## config.mk

```make
export PLATFORM = sky130hd
export DESIGN_NAME = hex_msg_scroller
export DESIGN_NICKNAME = d
export VERILOG_FILES = /design/src/rtl/hex_msg_scroller.sv
export SDC_FILE = /design/constraint.sdc
export NUM_CORES = 1
export LEC_CHECK = 0
export BUFFER_PORTS_ARGS = -buffer_cell sky130_fd_sc_hd__buf_4
export CAP_MARGIN = 20
export CORE_MARGIN = 2
export CORE_UTILIZATION = 45
export CTS_BUF_LIST = sky130_fd_sc_hd__clkbuf_16
export DETAILED_ROUTE_END_ITERATION = 8
export PLACE_DENSITY = 0.66
export SETUP_SLACK_MARGIN = 0.4
export SLEW_MARGIN = 20
export SYNTH_ARGS = -nofsm -noshare
export SYNTH_HDL_FRONTEND = slang
export SYNTH_SLANG_ARGS = --single-unit
```

## constraint.sdc

```tcl
create_clock -name clk -period 3.2 [get_ports clk]
set_clock_uncertainty 0.1 [all_clocks]
set_input_delay 0.32 -clock clk [delete_from_list [all_inputs] [get_ports clk]]
set_output_delay 0.32 -clock clk [all_outputs]
set_load 0.02 [all_outputs]
```

## src/rtl/hex_msg_scroller.sv

```systemverilog
// Latched LOSE/PASS status display for the seven-segment bank, with optional
// leftward scrolling of an 8-character message ring at a divided tick rate.
module hex_msg_scroller #(
   parameter int unsigned NUM_DIGITS = 6,
   parameter int unsigned TICK_DIV   = 25000000
) (
   input  logic                    clk,
   input  logic                    reset_n,
   input  logic                    lose,
   input  logic                    pass,
   input  logic                    clear,
   input  logic                    scroll_en,
   output logic [7*NUM_DIGITS-1:0] hex,
   output logic                    busy
);

   localparam int unsigned CNT_W = (TICK_DIV > 1) ? $clog2(TICK_DIV) : 1;

   localparam logic [1:0] S_IDLE = 2'd0;
   localparam logic [1:0] S_LOSE = 2'd1;
   localparam logic [1:0] S_PASS = 2'd2;

   localparam logic [6:0] G_DASH  = 7'b0111111;
   localparam logic [6:0] G_L     = 7'b1000111;
   localparam logic [6:0] G_O     = 7'b1000000;
   localparam logic [6:0] G_S     = 7'b0010010;
   localparam logic [6:0] G_E     = 7'b0000110;
   localparam logic [6:0] G_P     = 7'b0001100;
   localparam logic [6:0] G_A     = 7'b0001000;
   localparam logic [6:0] G_BLANK = 7'b1111111;

   logic [1:0]       state, state_nxt;
   logic [2:0]       pos, pos_nxt;
   logic [CNT_W-1:0] cnt, cnt_nxt;
   logic             tick;

   // Character at ring index i for the LOSE ("-LOSE-  ") or PASS ("-PASS-  ") ring
   function automatic logic [6:0] glyph(input logic is_pass, input logic [2:0] i);
      logic [6:0] g;
      g = G_BLANK;
      case (i)
         3'd0, 3'd5: g = G_DASH;
         3'd1:       g = is_pass ? G_P : G_L;
         3'd2:       g = is_pass ? G_A : G_O;
         3'd3:       g = G_S;
         3'd4:       g = is_pass ? G_S : G_E;
         default:    g = G_BLANK;
      endcase
      return g;
   endfunction

   always_ff @(posedge clk or negedge reset_n) begin
      if (!reset_n) begin
         state <= S_IDLE;
         pos   <= 3'd0;
         cnt   <= '0;
      end else begin
         state <= state_nxt;
         pos   <= pos_nxt;
         cnt   <= cnt_nxt;
      end
   end

   // Request priority: clear, then lose (overrides pass), then pass from idle only
   always_comb begin
      state_nxt = state;
      pos_nxt   = pos;
      cnt_nxt   = cnt;
      tick      = (cnt == CNT_W'(TICK_DIV - 1));

      if (clear)
         state_nxt = S_IDLE;
      else if (lose && state != S_LOSE)
         state_nxt = S_LOSE;
      else if (pass && state == S_IDLE)
         state_nxt = S_PASS;

      if (state_nxt != state || state == S_IDLE) begin
         pos_nxt = 3'd0;
         cnt_nxt = '0;
      end else begin
         cnt_nxt = tick ? '0 : cnt + CNT_W'(1);
         if (tick && scroll_en)
            pos_nxt = pos + 3'd1;
      end
   end

   // Digit d shows ring[(pos + NUM_DIGITS-1-d) mod 8]; 3-bit add gives the wrap
   always_comb begin
      logic [2:0] idx;
      hex = '1;
      idx = 3'd0;
      if (state != S_IDLE) begin
         for (int unsigned d = 0; d < NUM_DIGITS; d++) begin
            idx = pos + 3'(NUM_DIGITS - 1 - d);
            hex[7*d +: 7] = glyph(state == S_PASS, idx);
         end
      end
   end

   assign busy = (state != S_IDLE);

endmodule

```

==> out/qor.yml <==
outcome: "complete, no violations"
mostFrequentLayoutCell: "buf_4"
detailedRoute.firstPassIterationCount: 4
first_iter_violations: 116
sort_of_element_at_the_end_of_the_critical_path: "output port"
die_area_um2: 5770
syn-mean-instance-area_um2: 8.17
setup_slack_ps: 517
post-route-drc-count: 0
placement_rows: 26
layout.cells.most_common_list: "55 x buf_4, 31 x nor2_1, 28 x dfrtp_1"
dpl_worst_slack_ps: 587
final_min_period_over_clock_period_pct: 83.8
crit_path_cell_trace: "inv_1 > ha_4 > buf_4 > nor3_1 > nor3_2 > o21ai_2 > a221o_1 > buf_4"
hold_viol: 0
layout-area-overhead-vs-synth_pct: 28.5
family_of_cells_with_the_greatest_summed_delay_on_the_critical_path: "buffers and inverters"
fmax_mhz: 373
cts-root-buf: "clkbuf_16"
setup_total_negative_slack_ps: 0
worst-slew-pin-transition_ps: 619
p_int_uw: 727
finalPower_uw: 990
clock-sinks: 30
pwr-share-clk_pct: 45.0
vdd_drop_max_uv: 266
critPathMaxFanout: 11
cp-start-kind: "flip-flop"
finalWirelength_um: 6020
cp_data_arrival_time_ps: 2260
placement.io_buffers: 48
count_of_antenna_violating_nets_left_after_detailed_routing: 0
sequentialPowerShare_pct: 39.2
dieWidth_um: 75.9
drive_above_1_share_pct: 25.5
syn-instance-count: 285
swShare_pct: 26.6
cp-startpoint: "pos[1]"
tritoncts_clock_tree: "yes"
rsz0062_at_grt: "yes"
cts.path.max_buffers: 2
cts_htree_levels: 2
cp_common_cell: "buf_4"
slowest_stage: "dfrtp_2"
grt_antenna_before_repair: 0
first_global_vias: 2222
cts_made_buffers: 5
r2r-end: "cnt[22]"
synth.distinct_cells: 42
ys_seq_area_share_pct: 32.2
critical_path.reg2reg.startpoint: "cnt[0]"
design.core.area_um2: 5040
max-cap-violations: 0
overflow: 0
finish.net_count: 352
critPathBufInv: 3
ffs_latches_synth: 30
routed-via-count: 2344
die_height_um: 75.9
final_min_period_ps: 2680
total_leakage_power_uw: 0.00117
clock_insertion_delay_worst_skew_ps: 270
largest_net_degree_at_the_start_of_global_routing: 31
wl_per_cell_um: 14.9
path_class: "reg -> out"
globalRouteTotalUtil_pct: 22.0
timing.final.setup_violations: 0
count_of_antenna_diodes_in_the_layout: 0
cts.reportedPaths.clkPinSlew_ps: 50
initial_core_util_pct: 46.2
ys.warnings.count: 0
worst_setup_path_endpoint: "hex[32]"
vias_per_cell: 5.82
power-per-cell-area_nw_per_um2: 331
crit_cells: 8
relSlewSlack_pct: 58.2
combinationalPowerShare_pct: 15.8
num-fill-cells: 459
utilization_pct: 59.3
timing.critical_path.slowest_cell_delay_ps: 420
grt_first_pass_wirelength_um: 10600
hpwl_um: 4280
power_switching_uw: 263
post_synthesis_instance_area_um2: 2330
r2r_slack_ps: 860
top_level_ports: 49
gp_congestion: 0.827
min_path_type: "in -> reg"
mappedNetlistNets: 305
cp_data_required_time_ps: 2780
maxSlewViolCount: 0
ff_to_ff_path_depth: 5
-- cell usage after synthesis (all sizes together) --
library cell	number	area, µm²
nor2	31	116
dfrtp	30	751
a21oi	20	100
o21ai	19	95.1
ha	14	175
nand2	14	52.6
inv	13	48.8
nand3	13	77.6
nor3	13	65.1
clkbuf	12	46.3
or4	11	82.6
nand4	10	62.6
o31ai	10	75.1
o311ai	9	78.8
xnor2	8	70.1
or3	7	43.8
a221o	6	60.1
xor2	5	43.8
buf	4	20.0
a21o	3	22.5
a31o	3	26.3
and3	3	18.8
nor3b	3	22.5
nor4	3	18.8
clkinv	2	7.51
nand2b	2	12.5
o21a	2	15.0
o21bai	2	15.0
o221ai	2	17.5
or2	2	12.5
a211o	1	8.76
a211oi	1	7.51
a21boi	1	7.51
and4	1	8.76
mux2i	1	10.0
nand3b	1	7.51
nand4b	1	8.76
nor2b	1	6.26
or4b	1	10.0
-- what timing repair did --
item	4_1_cts	5_1_grt
endpoints found under the hold margin	30	0
buffers inserted	0	0
hold buffers	1	0
resized for setup	5	16
pin swaps	0	1
endpoints found under the setup margin	18	26
-- power by group through the flow --
stage	registers [µW]	logic, µW	clock network (µW)
final	388	157	445
after floorplan	391	85.5	0
after global routing	388	170	477
after detailed placement	394	153	0
after global placement	394	153	0
after CTS	388	155	460
-- through the flow --
stage / cells / instance area (µm²) / hold slack, ps
floorplan: 285 / 2330 / -75.6
global placement: 394 / 2760 / 177
detailed placement: 394 / 2760 / 176
CTS: 403 / 2920 / 107
global route: 403 / 2990 / 114
finish: 403 / 2990 / 112
-- cell families after synthesis --
| family | synth area share, % |
|---|---|
| simple gates | 26.9 |
| compound gates | 22.7 |
| buf+inv | 5.27 |
| flops | 32.2 |
| fa+ha+maj | 7.52 |
| xor+xnor | 4.89 |
| mux | 0.430 |
-- layout make-up --
type / instances / area (µm²) / area share (%)
multi-input cells: 224 / 1530 / 51.1
flip-flops and latches: 30 / 753 / 25.2
repair buffers: 56 / 423 / 14.1
clock buffers: 5 / 125 / 4.18
well taps: 70 / 87.6 / 2.93
inverters: 15 / 57.6 / 1.92
clock inverters: 3 / 16.3 / 0.544
-- worst min path at each step --
stage / startpoint / to / slack (ps) / cells after the start
6_report: clear / state[0] / 110 / 2
5_1_grt: clear / state[0] / 110 / 2
4_1_cts: clear / state[0] / 110 / 2
3_5_place_dp: reset_n / cnt[10] / 180 / 1
3_3_place_gp: reset_n / cnt[8] / 180 / 1
2_1_floorplan: reset_n / cnt[0] / -80 / 0
-- sequential cells by signal, indices dropped and copies added (netlist names) --
name,cells
pos,3
cnt,25
state,2
-- per-layer routing --
metal	GRT usage (%)	part of all wire, %	up-vias
met2	36.7	48	43
met4	6.00	0.48	0
met5	0	0	-
met1	29.3	48	1141
li1	-	-	1156
met3	4.17	3.2	4
(Power assumes the default switching activity.)
